### config.mk
export PLATFORM = sky130hd
export DESIGN_NAME = uart_rx_sampler_deser
export DESIGN_NICKNAME = d
export VERILOG_FILES = /design/src/rtl/uart_rx_sampler_deser.sv
export SDC_FILE = /design/constraint.sdc
export NUM_CORES = 1
export LEC_CHECK = 0
export ABC_AREA = 1
export BUFFER_PORTS_ARGS = -buffer_cell sky130_fd_sc_hd__buf_2
export CELL_PAD_IN_SITES_DETAIL_PLACEMENT = 0
export CELL_PAD_IN_SITES_GLOBAL_PLACEMENT = 1
export CORE_MARGIN = 10
export CORE_UTILIZATION = 37
export DETAILED_ROUTE_END_ITERATION = 12
export GPL_TIMING_DRIVEN = 0
export PLACE_DENSITY_LB_ADDON = 0.1
export SLEW_MARGIN = 10
export SYNTH_ARGS = -nofsm -noshare
export SYNTH_HDL_FRONTEND = slang
export SYNTH_SLANG_ARGS = --single-unit
### constraint.sdc
create_clock -name clk -period 2 [get_ports clk]
set_input_delay 0.5 -clock clk [delete_from_list [all_inputs] [get_ports clk]]
set_output_delay 0.5 -clock clk [all_outputs]
set_load 0.1 [all_outputs]
### src/rtl/uart_rx_sampler_deser.sv
`default_nettype none
// ============================================================================
// Module      : uart_rx_sampler_deser
// Description : Votes three mid-bit samples of RX_IN and assembles UART frames,
//               flagging start glitches, parity errors and stop errors.
// Revision    : 1.0 - initial release
// ============================================================================
module uart_rx_sampler_deser #(
    parameter int DATA_WIDTH = 8
) (
    input  logic                  clk,
    input  logic                  rst,
    input  logic [5:0]            Prescale,
    input  logic                  RX_IN,
    input  logic                  sample_enable,
    input  logic [4:0]            edge_count,
    input  logic [3:0]            bit_count,
    input  logic                  PAR_EN,
    input  logic                  PAR_TYP,
    output logic                  sampled_bit,
    output logic                  sample_valid,
    output logic [DATA_WIDTH-1:0] P_DATA,
    output logic                  data_valid,
    output logic                  strt_glitch,
    output logic                  par_err,
    output logic                  stp_err
);

    localparam logic [1:0] c_st_idle   = 2'd0;
    localparam logic [1:0] c_st_active = 2'd1;
    localparam logic [1:0] c_st_abort  = 2'd2;
    localparam logic [1:0] c_st_done   = 2'd3;

    localparam logic [3:0] c_idx_par      = 4'(DATA_WIDTH + 1);
    localparam logic [3:0] c_idx_stop_par = 4'(DATA_WIDTH + 2);

    logic [1:0]            r_state;
    logic [1:0]            w_state_next;
    logic                  w_in_idle;
    logic                  w_in_active;
    logic                  w_pre_ok;
    logic                  w_sample_en;
    logic [5:0]            w_mid;
    logic [5:0]            w_edge;
    logic                  r_s0;
    logic                  r_s1;
    logic                  r_s2;
    logic [3:0]            r_bit_idx;
    logic [DATA_WIDTH-1:0] r_shift;
    logic                  r_bad;
    logic                  w_proc;
    logic [3:0]            w_stop_idx;
    logic                  w_par_exp;
    logic                  w_glitch;
    logic                  w_par_bad;
    logic                  w_stop_hit;

    assign w_pre_ok    = (Prescale == 6'd8) || (Prescale == 6'd16) || (Prescale == 6'd32);
    assign w_sample_en = sample_enable && w_pre_ok;
    assign w_mid       = {1'b0, Prescale[5:1]};
    assign w_edge      = {1'b0, edge_count};

    // Frame processing happens on the cycle after the vote, from the latched index
    assign w_proc     = sample_valid && w_in_active && w_sample_en;
    assign w_stop_idx = PAR_EN ? c_idx_stop_par : c_idx_par;
    assign w_par_exp  = PAR_TYP ? ~^r_shift : ^r_shift;
    assign w_glitch   = w_proc && (r_bit_idx == 4'd0) && sampled_bit;
    assign w_par_bad  = w_proc && PAR_EN && (r_bit_idx == c_idx_par) && (sampled_bit != w_par_exp);
    assign w_stop_hit = w_proc && (r_bit_idx == w_stop_idx);

    always_ff @(posedge clk) begin
        if (rst) begin
            r_state <= c_st_idle;
        end else begin
            r_state <= w_state_next;
        end
    end

    always_comb begin
        w_state_next = r_state;
        if (!w_sample_en) begin
            w_state_next = c_st_idle;
        end else begin
            case (r_state)
                c_st_idle:   w_state_next = c_st_active;
                c_st_active: begin
                    if (w_glitch) begin
                        w_state_next = c_st_abort;
                    end else if (w_stop_hit) begin
                        w_state_next = c_st_done;
                    end
                end
                default:     w_state_next = r_state;
            endcase
        end
    end

    always_comb begin
        w_in_idle   = (r_state == c_st_idle);
        w_in_active = (r_state == c_st_active);
    end

    always_ff @(posedge clk) begin
        if (rst) begin
            r_s0         <= 1'b0;
            r_s1         <= 1'b0;
            r_s2         <= 1'b0;
            r_bit_idx    <= 4'd0;
            r_shift      <= '0;
            r_bad        <= 1'b0;
            sampled_bit  <= 1'b0;
            sample_valid <= 1'b0;
            P_DATA       <= '0;
            data_valid   <= 1'b0;
            strt_glitch  <= 1'b0;
            par_err      <= 1'b0;
            stp_err      <= 1'b0;
        end else begin
            sample_valid <= 1'b0;
            data_valid   <= 1'b0;
            strt_glitch  <= 1'b0;
            par_err      <= 1'b0;
            stp_err      <= 1'b0;

            if (!w_sample_en) begin
                r_s0 <= 1'b0;
                r_s1 <= 1'b0;
                r_s2 <= 1'b0;
            end else begin
                if (w_edge == w_mid - 6'd1) r_s0 <= RX_IN;
                if (w_edge == w_mid)        r_s1 <= RX_IN;
                if (w_edge == w_mid + 6'd1) r_s2 <= RX_IN;
            end

            if (w_sample_en && w_in_active && (w_edge == w_mid + 6'd2)) begin
                sampled_bit  <= (r_s0 & r_s1) | (r_s0 & r_s2) | (r_s1 & r_s2);
                r_bit_idx    <= bit_count;
                sample_valid <= 1'b1;
            end

            // A dropped or finished frame leaves no partial word or bad mark behind
            if (w_in_idle) begin
                r_shift <= '0;
                r_bad   <= 1'b0;
            end else if (w_proc) begin
                for (int i = 0; i < DATA_WIDTH; i++) begin
                    if (r_bit_idx == 4'(i + 1)) r_shift[i] <= sampled_bit;
                end
                if (w_glitch) strt_glitch <= 1'b1;
                if (w_par_bad) begin
                    par_err <= 1'b1;
                    r_bad   <= 1'b1;
                end
                if (w_stop_hit) begin
                    if (!sampled_bit) begin
                        stp_err <= 1'b1;
                    end else if (!r_bad) begin
                        P_DATA     <= r_shift;
                        data_valid <= 1'b1;
                    end
                end
            end
        end
    end

endmodule
`default_nettype wire

== After elaboration in Yosys (flattened, before gate mapping) ==
Index checks and enable logic that the tools add are counted.

* Add/sub/neg operators: 3
* Equality and inequality tests: 20
* Mux-type cells: 10
* Bitwise operators: 11
* Reductions and logical operators: 34

{| class="wikitable"
|+ Operators with widths
! operator !! number
|-
| 2-bit AND reduction || 10
|-
| 5-bit by 6-bit == test with 1-bit output || 3
|-
| 4-bit by 3-bit == test with 1-bit output (second input constant) || 4
|-
| 1-bit logical AND || 11
|-
| 4-bit by 2-bit == test with 1-bit output (second input constant) || 2
|-
| 4-bit == test (second input constant) || 2
|-
| 8-bit XNOR reduction || 1
|-
| 8-bit XOR reduction || 1
|-
| 5-bit by 1-bit adder with 6-bit output (second input constant) || 1
|-
| 5-bit by 2-bit adder with 6-bit output (second input constant) || 1
|-
| 6-bit by 4-bit == test with 1-bit output (second input constant) || 1
|-
| 6-bit by 5-bit == test with 1-bit output (second input constant) || 1
|-
| 6-bit == test (second input constant) || 1
|-
| 1-bit two-way mux || 6
|-
| 2-bit two-way mux || 3
|-
| 1-bit NOT || 6
|-
| 5-bit by 1-bit subtractor with 6-bit output (second input constant) || 1
|-
| 5-bit == test || 1
|-
| 5-bit AND reduction || 1
|-
| 5-bit OR reduction || 1
|-
| 4-bit by 1-bit == test with 1-bit output (second input constant) || 1
|-
| 4-bit == test || 1
|-
| 4-bit zero test || 1
|-
| 2-bit case mux with 2 select lines || 1
|-
| other kinds (11) || 16
|}

* Register bits: 32
* Input port bits: 21
* Output and inout bits: 14
* Word-level logic and storage cells: 99

== Depth between registers and ports, before layout ==
* Depth after elaboration: 9
* Depth in mapped cells: 12
* Mapped depth without buffers: 12

== Least setup slack after synthesis ==
No wires, ideal clock.

* Path kind: reg2reg
* Start: reg sampled_bit
* End: reg P_DATA[0]
* Setup time: 0.066 ns
* Data arrival time: 1.977 ns
* Required time: 1.934 ns
* Path slack: -0.043 ns
* Cell stages (with the launch flop): 7
* Period minus slack after synthesis: 2.043 ns
* Path through: dfxtp_1 inv_1 nor2_1 inv_1 nor2_4 nor2_1 nor2_1

* Cells in the longest elaborated chain, start to end: 1

{| class="wikitable"
|+ RTL lines
! what !! RTL line !! text
|-
| start, declared || 20 || <nowiki>output logic sampled_bit,</nowiki>
|-
| start signal, assigned || 136 || <nowiki>sampled_bit <= (r_s0 & r_s1) | (r_s0 & r_s2) | (r_s1 & r_s2);</nowiki>
|-
| 5-bit AND reduction (no line) || n/a ||
|-
| end signal, assigned || 158 || <nowiki>P_DATA <= r_shift;</nowiki>
|-
| end, declared || 22 || <nowiki>output logic [DATA_WIDTH-1:0] P_DATA,</nowiki>
|}

Every way passes these cells.
A chain may end at the register's enable or synchronous reset.

== Worst setup path after layout ==
* Start: in Prescale[2]
* End: reg r_bit_idx[3]

* Cells in the longest elaborated chain, start to end: 6
* Elaborated cells between the ends (all ways): 10

{| class="wikitable"
|+ RTL lines
! what !! RTL line !! text
|-
| start, declared || 13 || <nowiki>input logic [5:0] Prescale,</nowiki>
|-
| branches (longest 5 deep; another with 5-bit by 2-bit adder with 6-bit output) || n/a ||
|-
| 1-bit logical AND (*) || 135 || <nowiki>if (w_sample_en && w_in_active && (w_edge == w_mid + 6'd2)) begin</nowiki>
|-
| end signal, assigned || 137 || <nowiki>r_bit_idx <= bit_count;</nowiki>
|-
| end, declared || 48 || <nowiki>logic [3:0] r_bit_idx;</nowiki>
|}

Every way passes the cells marked *.

==> summary.txt <==
Power
  – Power Dens Cells: 580 mW/mm^2
  – VDD IR max: 0.000264 V
  – Pleak: 1.19 nW

Clock network
  – Clock transition at the registers of the reported paths: 70 ps
  – Hold-fix buffers, CTS: 0
  – H-tree Lvls: 2
  – Setup repair bufs after CTS: 0
  – CTS Buf Count: 5
  – Clk sinks: 32
  – Clock latency on the worst-skew pair: 290 ps
  – CTS Buffer Depth: 2
  – CTS tree: built
  – Root buffer cell: clkbuf_8

Route
  – Routed vias/inst: 4.61
  – Final WL: 5360 um
  – TritonRoute pass-1 iters: 4
  – Remaining DRCs: 0
  – Initial DRC count: 70
  – Average routed wire per standard cell: 11.9 um
  – Antenna-violating nets left: 0
  – DR vias: 2,070

Yosys
  – Seq/Total Area, Yosys: 31.0%
  – Post-synth EDFFs: 0
  – Mapped Cells: 336
  – Ys async rst share: 0%
  – Synth cell types: 25
  – Ys flop type: dfxtp_1
  – Post-Syn Nets: roughly 360
  – Synth Warn #: 0
  – Mapped cell area: about 0.0021 sq mm
  – Syn avg cell area: a little over 6 sq um
  – Yosys reg bits: 32

Critical path
  – Critical path class: in -> reg
  – Worst setup path startpoint: Prescale[2]
  – R2R Path End: P_DATA[6]
  – Critical Path Sink: r_bit_idx[3]
  – Crit path DAT: slightly below 2000 ps
  – Worst Path Required: 2190 ps
  – Critical-path maximum fanout: 5
  – CP Capture Type: flip-flop
  – Startpoint types: primary input
  – R2R cell count: 8
  – R2R Path Start: r_bit_idx[3]
  – FF-to-FF setup slack: approximately 410 ps

Timing
  – Setup violations, final: 0
  – Post-route minimum period: 1760 ps
  – WHS: 458 ps
  – Fmax achieved: 568 MHz
  – Setup TNS: 0 ps
  – Setup slack after layout: between 200 and 250 ps
  – Fin. max-slew vios: 0
  – Layout Skew: 3.71 ps
  – Unrepaired setup endpoints after global routing: false
  – Final hold vios: 0
  – Final Cycle Share: 88.0%
  – Worst slew margin: between 60 and 70%
  – Slew @ Worst Pin: 497 ps

Flow run
  – Max-cap violations: 0

Place
  – DPL Wire Length: 4390 um
  – Pre-CTS setup slack: -106 ps
  – Dpl cells: 441
  – Cell Area, Placed: 0.00232 sq mm
  – IO Port Bufs: 33
  – GPL Wtd Cong: 0.902

Die
  – Die Y: ~95 um
  – Die area: 0.00897 sq mm
  – Initial Util: 37.7%
  – Core footprint: 0.00547 sq mm
  – Rows: 27
  – Number of top-level pins: 35
  – Die width: 94.7 um

Global routing
  – Largest net degree at the start of global routing: 12
  – Global-route wire length before repair: approximately 8900 um
  – Vias in the first global route: 1,997
  – Overall Global Routing Usage: 12.5%
  – Global route total overflow: 0
  – Initial antenna violation count: 0

Status
  – Status: completed

Final layout
  – Layout Cells excl Fill: 449
  – Final net count: 403
  – Finished layout cell area: 0.00244 sq mm
  – Fill count: 648
  – Area growth syn-to-layout: 18.1%
  – N_diodes: 0
  – Share of post-route cells with drive strength above 1: ~15%

Worst hold path
  – Hold/Removal Path Class: reg -> reg
[worst min-delay path by stage]
stage	startpoint	end	slack [ps]	depth (start not counted)
after floorplan	r_bad	r_bad	430	2
after global placement	P_DATA[7]	P_DATA[7]	450	2
after detailed placement	P_DATA[0]	P_DATA[0]	450	2
after CTS	rst	sample_valid	450	2
after global routing	rst	sample_valid	460	2
final	r_s1	r_s1	460	2
[cell usage in the layout, fill, tap and decap left out, drive strengths merged]
master / instances
nand4: 19
clkinv: 2
a31oi: 1
nor3: 4
nand2: 95
xnor2: 3
nor2: 64
bufinv: 1
nor4: 1
a21oi: 11
clkbuf: 6
buf: 37
xor2: 5
nand3: 20
ha: 6
dfxtp: 32
o21ai: 14
clkinvlp: 1
inv: 55
[cell families after synthesis]
logic type / share of synthesized area (%)
and+or+nand+nor: 43.4
adders and majority gates: 3.64
buffers and inverters: 12.2
xor gates and xnor gates: 3.39
DFF: 31.0
AOI/OAI and AO/OA: 6.36
[state kept, by name, summed over array words and instances, names as in the netlist, 2 cells and up]
register	flops
r_shift	8
P_DATA	8
r_bit_idx	4
r_state	2
[cell usage after synthesis, types with 2 or more instances]
| library cell | count | area share, % |
|---|---|---|
| nand3_1 | 19 | 4.6 |
| dfxtp_1 | 32 | 31 |
| ha_1 | 6 | 3.6 |
| xnor2_1 | 3 | 1.3 |
| xor2_1 | 5 | 2.1 |
| nand2_2 | 4 | 1.2 |
| nand4_1 | 19 | 5.8 |
| nand2_1 | 91 | 17 |
| o21ai_1 | 2 | 0.48 |
| a21oi_1 | 11 | 2.7 |
| nor2_1 | 59 | 11 |
| nor2_2 | 3 | 0.91 |
| o21ai_0 | 12 | 2.9 |
| nor3_1 | 2 | 0.48 |
| nor2_4 | 2 | 1.1 |
| inv_1 | 55 | 10 |
| buf_6 | 3 | 1.6 |
[cell type report]
class / count / area, sq um / share of cell area [%]
clock buffers: 5 / 68.8 / 2.82
flip-flops and latches: 32 / 642 / 26.3
well taps: 72 / 90.1 / 3.70
inverters: 56 / 210 / 8.62
plain buffers: 5 / 41.3 / 1.69
repair buffers: 33 / 165 / 6.78
clock inverters: 3 / 42.5 / 1.75
multi-input cells: 243 / 1180 / 48.3
[routing by layer]
metal	part of all wire [%]	global-route usage, %
met5	0	0
met4	1.8	4.61
met3	3.4	2.62
met2	51	23.9
met1	44	13.0
[per-stage QoR]
stage / total power, W / util [%]
floorplan: 0.000754 / -
global placement: 0.000804 / 42.4
detailed placement: 0.000805 / 42.4
CTS: 0.00143 / 44.4
global route: 0.00148 / 44.5
finish: 0.00141 / 44.5
[critical path: stages]
cell and delay, ps:
buf_2 130, inv_1 150, ha_1 190, inv_1 40, o21ai_1 80, nand2_2 130, nor2_1 190, nand2_1 70
nor2_1 220, nand3_1 120, nand2_1 70, nor2_1 40
[report_power, final]
group	leakage (nW)	total, W	internal, W	switching [W]
clock	0.0541	0.000624	0.000369	0.000256
sequential	0.258	0.000637	0.000637	0.000000192
combinational	0.878	0.000152	0.0000543	0.0000978
total	1.19	0.00141	0.00106	0.000354
[what timing repair did]
item,in CTS,in global routing
gates resized for setup,0,1
hold endpoints to repair,0,0
setup endpoints to repair,0,2
Power figures use the tool's default switching activity.
